--- src/rtl/tx_upconverter_if.sv ---
// Baseband/NCO sample inputs, keying request and RF/status outputs of the transmit upconverter.
interface tx_upconverter_if;
  logic              key;
  logic signed [9:0] I_in;
  logic signed [9:0] Q_in;
  logic signed [9:0] sin_in;
  logic signed [9:0] cos_in;
  logic              RFOut;
  logic              tx_active;
  logic              ramp_done;

  modport master (output key, I_in, Q_in, sin_in, cos_in,
                  input  RFOut, tx_active, ramp_done);
  modport slave  (input  key, I_in, Q_in, sin_in, cos_in,
                  output RFOut, tx_active, ramp_done);
endinterface

--- src/rtl/tx_upconverter.sv ---
// Quadrature upconverter (I*cos - Q*sin), keyed envelope ramp, first-order 1-bit sigma-delta RF drive.
module tx_upconverter #(
  parameter int RAMP_DIV  = 4,
  parameter int GAIN_BITS = 9
) (
  input logic             clk,
  input logic             rst_n,
  tx_upconverter_if.slave bus
);
  localparam logic [1:0] S_IDLE = 2'd0;
  localparam logic [1:0] S_UP   = 2'd1;
  localparam logic [1:0] S_ON   = 2'd2;
  localparam logic [1:0] S_DOWN = 2'd3;
  localparam int CW = (RAMP_DIV > 1) ? $clog2(RAMP_DIV) : 1;
  localparam int PW = 22 + GAIN_BITS;
  localparam logic [GAIN_BITS-1:0] G_MAX = GAIN_BITS'(256);
  localparam logic [GAIN_BITS-1:0] G_ONE = GAIN_BITS'(1);
  localparam logic signed [22:0]   FS    = 23'sd524288;

  logic [1:0]           state_q, state_d;
  logic [CW-1:0]        cnt_q, cnt_d;
  logic [GAIN_BITS-1:0] gain_q, gain_d;
  logic                 tx_active_q, ramp_done_q;
  logic                 wrap;

  assign wrap = (cnt_q == CW'(RAMP_DIV - 1));

  // Ramp-end takes priority over a key change in the same cycle; the key is re-evaluated next state.
  always_comb begin
    state_d = state_q;
    gain_d  = gain_q;
    cnt_d   = wrap ? '0 : cnt_q + 1'b1;
    case (state_q)
      S_IDLE: begin
        cnt_d  = '0;
        gain_d = '0;
        if (bus.key) state_d = S_UP;
      end
      S_UP: begin
        if (wrap && gain_q >= G_MAX - G_ONE) begin
          gain_d  = G_MAX;
          state_d = S_ON;
        end else if (!bus.key) begin
          state_d = S_DOWN;
        end else if (wrap) begin
          gain_d = gain_q + G_ONE;
        end
      end
      S_ON: begin
        cnt_d  = '0;
        gain_d = G_MAX;
        if (!bus.key) state_d = S_DOWN;
      end
      default: begin
        if (gain_q == '0 || (wrap && gain_q == G_ONE)) begin
          gain_d  = '0;
          state_d = S_IDLE;
        end else if (bus.key) begin
          state_d = S_UP;
        end else if (wrap) begin
          gain_d = gain_q - G_ONE;
        end
      end
    endcase
    if (state_d != state_q) cnt_d = '0;
  end

  always_ff @(posedge clk or negedge rst_n) begin
    if (!rst_n) begin
      state_q     <= S_IDLE;
      cnt_q       <= '0;
      gain_q      <= '0;
      tx_active_q <= 1'b0;
      ramp_done_q <= 1'b0;
    end else begin
      state_q     <= state_d;
      cnt_q       <= cnt_d;
      gain_q      <= gain_d;
      tx_active_q <= (state_d != S_IDLE);
      ramp_done_q <= (state_d == S_ON);
    end
  end

  logic signed [19:0] pi_q, pq_q;
  logic signed [20:0] sum_q, x_q, x_d;
  logic signed [PW-1:0] scaled;
  logic signed [22:0] acc_q, acc_d, x_ext;
  logic               rf_q;

  assign scaled = sum_q * $signed({1'b0, gain_q});
  assign x_d    = 21'(scaled >>> 8);
  assign x_ext  = x_q;
  // Feedback subtracts +FS when the bit was 1, adds FS when it was 0.
  assign acc_d  = acc_q + x_ext - (acc_q[22] ? -FS : FS);

  always_ff @(posedge clk or negedge rst_n) begin
    if (!rst_n) begin
      pi_q  <= '0;
      pq_q  <= '0;
      sum_q <= '0;
      x_q   <= '0;
      acc_q <= '0;
      rf_q  <= 1'b0;
    end else begin
      pi_q  <= bus.I_in * bus.cos_in;
      pq_q  <= bus.Q_in * bus.sin_in;
      sum_q <= pi_q - pq_q;
      x_q   <= x_d;
      if (state_q == S_IDLE) begin
        acc_q <= '0;
        rf_q  <= 1'b0;
      end else begin
        acc_q <= acc_d;
        rf_q  <= ~acc_q[22];
      end
    end
  end

  assign bus.RFOut     = rf_q;
  assign bus.tx_active = tx_active_q;
  assign bus.ramp_done = ramp_done_q;
endmodule

--- src/flat_wrapper.sv ---
// flat-port wrapper written by rule: the top's interface ports become plain ports
module tx_upconverter_flat 
#(
  parameter int RAMP_DIV  = 4,
  parameter int GAIN_BITS = 9
)
  (clk, rst_n, bus_key, bus_I_in, bus_Q_in, bus_sin_in, bus_cos_in, bus_RFOut, bus_tx_active, bus_ramp_done);
  tx_upconverter_if bus_i ();
  input logic clk;
  input logic rst_n;
  input wire logic [$bits(bus_i.key)-1:0] bus_key;
  input wire logic [$bits(bus_i.I_in)-1:0] bus_I_in;
  input wire logic [$bits(bus_i.Q_in)-1:0] bus_Q_in;
  input wire logic [$bits(bus_i.sin_in)-1:0] bus_sin_in;
  input wire logic [$bits(bus_i.cos_in)-1:0] bus_cos_in;
  output wire logic [$bits(bus_i.RFOut)-1:0] bus_RFOut;
  output wire logic [$bits(bus_i.tx_active)-1:0] bus_tx_active;
  output wire logic [$bits(bus_i.ramp_done)-1:0] bus_ramp_done;
  assign bus_i.key = bus_key;
  assign bus_i.I_in = bus_I_in;
  assign bus_i.Q_in = bus_Q_in;
  assign bus_i.sin_in = bus_sin_in;
  assign bus_i.cos_in = bus_cos_in;
  assign bus_RFOut = bus_i.RFOut;
  assign bus_tx_active = bus_i.tx_active;
  assign bus_ramp_done = bus_i.ramp_done;
  tx_upconverter #(.RAMP_DIV(RAMP_DIV), .GAIN_BITS(GAIN_BITS)) u_core (.clk(clk), .rst_n(rst_n), .bus(bus_i));
endmodule
--- config.mk ---
export PLATFORM = sky130hd
export DESIGN_NAME = tx_upconverter_flat
export DESIGN_NICKNAME = d
export VERILOG_FILES = /design/src/rtl/tx_upconverter_if.sv /design/src/rtl/tx_upconverter.sv /design/src/flat_wrapper.sv
export SDC_FILE = /design/constraint.sdc
export NUM_CORES = 1
export LEC_CHECK = 0
export CORE_UTILIZATION = 40
export CTS_CLUSTER_DIAMETER = 150
export CTS_CLUSTER_SIZE = 30
export DETAILED_ROUTE_END_ITERATION = 12
export GPL_TIMING_DRIVEN = 0
export PLACE_DENSITY = 0.51
export SLEW_MARGIN = 10
export SYNTH_ARGS = -nofsm -noshare
export SYNTH_HDL_FRONTEND = slang
export SYNTH_SLANG_ARGS = --single-unit
--- constraint.sdc ---
create_clock -name clk -period 13.2 [get_ports clk]
set_input_delay 3.96 -clock clk [delete_from_list [all_inputs] [get_ports clk]]
set_output_delay 3.96 -clock clk [all_outputs]
set_load 0.05 [all_outputs]
==> metrics.md, run 1 <==
| Metric | Value |
|---|---|
| Outcome | `finished clean` |
| Post-route minimum period | `8.91 ns` |
| Layout fillers | `5009` |
| Root Buffer | `clkbuf_16` |
| Vias per Instance | `4.79` |
| Die Area | `52200 µm²` |
| RePlAce Congestion | `0.833` |
| Final period util | `67.5%` |
| All-Layer GR Usage | `17.7%` |
| Total grt overflow | `0` |
| Mapped cell area | `20500 µm²` |
| Synth Instances | `2257` |
| Achievable frequency | `0.112 GHz` |
| Async set or reset register ratio after synthesis | `100%` |
| Antenna cells | `0` |
| Distinct cells, synth | `77` |
| Total length of routed wires | `43000 µm` |
| Post-synthesis sequential area ratio | `14.8%` |
| # nets final | `2896` |
| Required @ worst endpoint | `13.55 ns` |
| Layout cells sized above 1 | `3.47%` |
| Hold_buf cts | `0` |
| Largest buffer count on any clock path | `2` |
| Clock Sinks | `121` |
| Syn. warnings | `0` |
| Row count | `82` |
| Net count after synthesis | `2862` |
| Hold crit path type | `reg2reg` |
| Total CTS buffers | `17` |
| H-tree Lvls | `4` |
| First DRT Iteration DRCs | `563` |
| Setup Viol. Count Final | `0` |
| Area occupied by registers | `3030 µm²` |
| Sum Neg Setup Slack | `0 ns` |
| Maxcap violations | `0` |
| DP Wirelength | `35600 µm` |
| Most frequent cells in the layout | `inv_1 (576), fa_1 (334), nand2_1 (229), ha_1 (228), and2_1 (182)` |
| IO Pins | `46` |
| Most used DFF post-synth | `dfrtp_1` |
| CTS tree | `built` |
| Vias in the first global route | `15500` |
| Launching point of the worst reg2reg path | `u_core.gain_q[3]` |
| Post-Route Skew | `0.0123 ns` |
| Routed Antenna Nets | `0` |
| IO buf count | `14` |
| Final hold violation count | `0` |
| Largest net degree at the start of global routing | `75` |
| First-pass GRT wire length | `74700 µm` |
| Initial core utilization | `40.7%` |
| Synth Area in Simple Gates | `14.9%` |
| Worst-Skew Late Latency | `0.44 ns` |
| Vias | `14300` |
| XOR/XNOR share of the synthesized area | `4.36%` |
| Cells on worst reg2reg path | `24` |
| DRC Markers | `0` |
| Post-Synth Adder-Cell Area | `46.5%` |
| Initial antenna violation count | `0` |
| DR WL/cell | `14.4 µm` |
| Worst Path Max Fanout | `8` |
| Slew Limit Fails | `0` |
| Multiplexer share of the synthesized area | `0.128%` |
| Crit path DAT | `9.26 ns` |
| Syn-to-layout area delta | `8.18%` |
| Largest family of logic cells by synthesized area | `adder cells` |
| RSZ-0062 raised after global routing | `false` |
| R2r setup slk | `6.66 ns` |
| Clk slew on worst S/H paths | `0.06 ns` |
| DIE WIDTH | `228 µm` |
| Worst Setup SP | `bus_cos_in[9]` |
| Leading cell type in the layout, fill and taps excluded | `inv_1` |
| Die height | `228 µm` |
| DR pass1 iterations | `5` |
| Worst Hold Launch | `u_core.cnt_q[0]` |
| Critical Path Start Type | `input port` |
| CTS resizes | `0` |
| Core area | `50400 µm²` |
| Multi-input gate area | `15000 µm²` |
| FF-to-FF End | `u_core.x_q[20]` |
| Worst setup path end | `u_core.pi_q[18]` |
| Worst slew margin | `43.7%` |
| Seq cells post-synth | `121` |
| Number of flops mapped to enable cells by yosys | `0` |
| Slew @ Worst Pin | `0.823 ns` |
| Synth Area in Compound Gates | `7.35%` |
| Post-CTS Setup Bufs | `0` |
| Crit end category | `register` |
| WS Path Type | `in2reg` |
| Avg Inst Size Synth | `9.09 µm²` |
kinds of logic after synthesis:
| logic type | Yosys count |
|---|---|
| AOI/OAI and AO/OA | 210 |
| xor gates and xnor gates | 102 |
| adders and majority gates | 562 |
| buffers and inverters | 647 |
| DFF | 121 |
| muxes | 2 |
| and+or+nand+nor | 613 |
through the flow:
| stage | std cells | worst slack, ns | utilization (%) | hold slack [ns] | instance area, µm² |
|---|---|---|---|---|---|
| detailed placement | 2944 | 3.83 | 42.7 | 0.441 | 21500 |
| floorplan | 2257 | 4.56 | - | 0.424 | 20500 |
| CTS | 2976 | 4.32 | 44.0 | 0.453 | 22200 |
| finish | 2976 | 4.29 | 44.0 | 0.450 | 22200 |
| global route | 2976 | 3.95 | 44.0 | 0.475 | 22200 |
| global placement | 2943 | 3.02 | 42.7 | 0.436 | 21500 |
worst max-delay path, cell delays in order:
cell and delay (ns):
clkdlybuf4s50_1 0.54, clkinv_1 0.29, nor2_1 0.21, fa_1 0.44
fa_1 0.54, fa_1 0.45, fa_1 0.54, inv_1 0.05
fa_1 0.53, inv_1 0.04, ha_1 0.32, inv_1 0.12
nor2_1 0.05, o21ai_0 0.13, o21ai_1 0.12, o41ai_2 0.39
o2111ai_1 0.19, a21oi_1 0.20, xnor2_1 0.15
final cells by class:
| class | instances | area share (%) |
|---|---|---|
| timing repair buffer | 15 | 0.761 |
| clock inverter | 12 | 0.998 |
| sequential | 121 | 13.6 |
| buffer | 70 | 1.29 |
| tap | 672 | 3.79 |
| clock buffer | 20 | 2.01 |
| inverter | 577 | 9.76 |
| multi-input combinational | 1489 | 67.7 |
worst min path at each step:
stage                            to  slack [ns]  cells past startpoint
finish              u_core.cnt_q[0]        0.45                      1
global route        u_core.cnt_q[0]        0.48                      1
CTS                 u_core.cnt_q[0]        0.45                      1
detailed placement  u_core.cnt_q[0]        0.44                      1
global placement    u_core.cnt_q[0]        0.44                      1
floorplan           u_core.cnt_q[0]        0.42                      1
layer usage:
layer | share of wire, % | up-vias | track usage (%) | wire length, µm
met1 | 43 | 7240 | 21.1 | 18500
met2 | 53 | 128 | 33.3 | 22900
li1 | - | 6852 | - | -
met4 | 1.6 | 0 | 4.59 | 673
met5 | 0 | - | 0 | 0
met3 | 2.0 | 36 | 2.37 | 868
Yosys cell counts, types with 14 or more instances:
| master | count | area (µm²) |
|---|---|---|
| fa_1 | 334 | 6690 |
| a21oi_1 | 54 | 270 |
| ha_1 | 228 | 2850 |
| nor2_1 | 90 | 338 |
| nand2b_1 | 18 | 113 |
| a21o_1 | 14 | 105 |
| nand2_1 | 229 | 860 |
| nand3_1 | 22 | 110 |
| inv_1 | 576 | 2160 |
| clkbuf_1 | 59 | 221 |
| xor2_1 | 24 | 210 |
| dfrtp_1 | 121 | 3030 |
| and2_1 | 182 | 1140 |
| o21ai_0 | 34 | 170 |
| nor3_1 | 17 | 85.1 |
| xnor2_1 | 78 | 683 |
flip-flops by register name, summed over array words and instances, names as in the netlist:
register and count:
u_core.bus.ramp_done 1, u_core.state_q 2, u_core.acc_q 23, u_core.sum_q 21, u_core.bus.RFOut 1, u_core.pi_q 20
u_core.x_q 21, u_core.bus.tx_active 1, u_core.cnt_q 2, u_core.gain_q 9, u_core.pq_q 20
Power of run 1 is not shown: default switching activity piles up to over one toggle a cycle in this logic, so the estimate is an artifact.
==> run 2, diff against run 1 <==
Settings changed: PLACE_DENSITY 0.51 to 0.54.
Clock period 13.2 ns to 7.4 ns, I/O delays scaled along.
==> metrics.md, run 2 (synthesis gave the netlist of run 1 again) <==
| Metric | Value |
|---|---|
| # nets final | `2896 (unchanged)` |
| Most frequent cells in the layout | `inv_1 (576), fa_1 (334), nand2_1 (229), ha_1 (228), and2_1 (182)` |
| Hold_buf cts | `0 (unchanged)` |
| Die Area | `52200 µm² (unchanged)` |
| Post-route minimum period | `7.16 ns` |
| Hold crit path type | `reg2reg` |
| Vias per Instance | `4.79 (about the same)` |
| Clock Sinks | `121 (unchanged)` |
| WS Path Type | `in2reg` |
| Initial antenna violation count | `0 (unchanged)` |
| Achievable frequency | `0.140 GHz` |
| Max Used Layer | `met4` |
| Largest buffer count on any clock path | `2 (unchanged)` |
| Setup Viol. Count Final | `0 (unchanged)` |
| Routed Antenna Nets | `0 (unchanged)` |
| Post-CTS Setup Bufs | `0 (unchanged)` |
| H-tree Lvls | `4 (unchanged)` |
| DRC Markers | `0 (unchanged)` |
| RSZ-0062 raised after global routing | `false` |
| Initial core utilization | `40.7% (unchanged)` |
| CTS tree | `built` |
| Antenna cells | `0 (unchanged)` |
| Vias | `14300 (+0.063%)` |
| Cell mode on critical path | `fa_1` |
| Vias in the first global route | `15400 (-0.25%)` |
| Total grt overflow | `0 (unchanged)` |
| Syn-to-layout area delta | `8.06%` |
| Worst-Skew Late Latency | `0.43 ns (about the same)` |
| Slew Limit Fails | `0 (unchanged)` |
| Clk slew on worst S/H paths | `0.06 ns (about the same)` |
| Worst Path Max Fanout | `8 (unchanged)` |
| Final hold violation count | `0 (unchanged)` |
| Outcome | `finished clean` |
| Required @ worst endpoint | `7.75 ns (-5.80 ns)` |
| DR WL/cell | `14.3 µm (-1.2%)` |
| Core area | `50400 µm² (unchanged)` |
| Post-Route Skew | `0.00732 ns (-0.00497 ns)` |
| DR pass1 iterations | `4 (-1)` |
| Layout cells sized above 1 | `3.65% (+0.17 points)` |
| Row count | `82 (unchanged)` |
| Crit end category | `register` |
| Largest net degree at the start of global routing | `76 (+1.3%)` |
| IO Pins | `46 (unchanged)` |
| Crit path DAT | `7.51 ns (-1.75 ns)` |
| DIE WIDTH | `228 µm (unchanged)` |
| First-pass GRT wire length | `73900 µm (-1.1%)` |
| Total length of routed wires | `42400 µm (-1.2%)` |
| Die height | `228 µm (unchanged)` |
| Worst slew margin | `42.6% (-1.1 points)` |
| Root Buffer | `clkbuf_16` |
| Critical Path Start Type | `input port` |
| Slew @ Worst Pin | `0.840 ns (+0.0164 ns)` |
| CP Cell Sequence | `clkdlybuf4s50_1 > clkinv_1 > nor2_1 > fa_1 > fa_1 > fa_1 > fa_1 > inv_1 > fa_1 > inv_1 > ha_1 > inv_1 > nor2_1 > o21ai_0 > o21ai_1 > o41ai_2 > o2111ai_1 > a21oi_1 > xnor2_1` |
| Metal3 WL | `1180 µm (+35%)` |
| Total CTS buffers | `17 (unchanged)` |
| Most flops, register | `u_core.acc_q` |
| First DRT Iteration DRCs | `613 (+8.9%)` |
| DR WL met2 | `22300 µm (-2.7%)` |
| RePlAce Congestion | `0.833 (about the same)` |
| IO buf count | `14 (unchanged)` |
| Max incr delay on CP | `0.55 ns (about the same)` |
| CTS resizes | `0 (unchanged)` |
| Max FFs per register | `23 (unchanged)` |
| Final period util | `96.7%` |
| Sum Neg Setup Slack | `0 ns (unchanged)` |
| Crit path max-delay cell type | `fa_1` |
| All-Layer GR Usage | `17.5% (-0.28 points)` |
| Leading cell type in the layout, fill and taps excluded | `inv_1` |
| Metal1 wirelength | `18100 µm (-2.2%)` |
| Maxcap violations | `0 (unchanged)` |
| DP Wirelength | `34800 µm (-2.2%)` |
| Top flop regs | `u_core.acc_q (23), u_core.sum_q (21), u_core.x_q (21)` |
==> run 2: changes by cell type in the layout (fill, tap and decap cells not counted), sizes merged <==
| cell | change |
|---|---|
| bufinv | -2 |
| clkdlybuf4s50 | -1 |
| clkinv | +2 |
| dlymetal6s2s | +1 |
==> run 2: critical path: cells and delay by family <==
family	cells	cell delay (ns)
adder cells (fa/ha/maj)	6	2.82
buffers and inverters	5	1.04
AND/OR/NAND/NOR	2	0.27
AO/OA/AOI/OAI	5	1.01
XOR/XNOR	1	0.14
==> run 2: through the flow <==
step	setup WS (ns)	std cells	area (µm²)	hold WS [ns]	utilization (%)
after floorplan	0.500	2257	20500	0.424	-
after global placement	-0.955	2943	21500	0.436	42.7
after detailed placement	-0.211	2944	21500	0.451	42.7
after CTS	0.259	2976	22200	0.461	44.0
after global routing	0.00419	2976	22200	0.485	44.0
final	0.242	2976	22200	0.460	44.0
==> run 2: path summary, 6_finish.rpt <==
check | start | slack (ns) | end | depth (start not counted)
max | bus_cos_in[9] | 0.24 | u_core.pi_q[18] | 19
min | u_core.cnt_q[0] | 0.46 | u_core.cnt_q[0] | 1
max reg2reg | u_core.gain_q[3] | 0.86 | u_core.x_q[20] | 24
min reg2reg | u_core.cnt_q[0] | 0.46 | u_core.cnt_q[0] | 1
max in group asynchronous | rst_n | 4.94 | u_core.pi_q[19] | 2
min in group asynchronous | rst_n | 1.71 | u_core.acc_q[22] | 1
==> run 2: cell type report <==
class                   instances  area, µm²
fillers                      4941      28200
repair buffers                 15        171
inverters                     577       2170
multi-input cells            1489      15000
clock inverters                12        171
flip-flops and latches        121       3030
clock buffers                  20        467
well taps                     672        841
plain buffers                  70        289
==> run 2: layer usage <==
| metal | up-vias | GRT usage, % |
|---|---|---|
| li1 | 6854 | - |
| met1 | 7200 | 21.1 |
| met2 | 165 | 32.1 |
| met3 | 46 | 2.35 |
| met4 | 0 | 5.12 |
| met5 | - | 0 |
Power of run 2 is left out for the same reason.
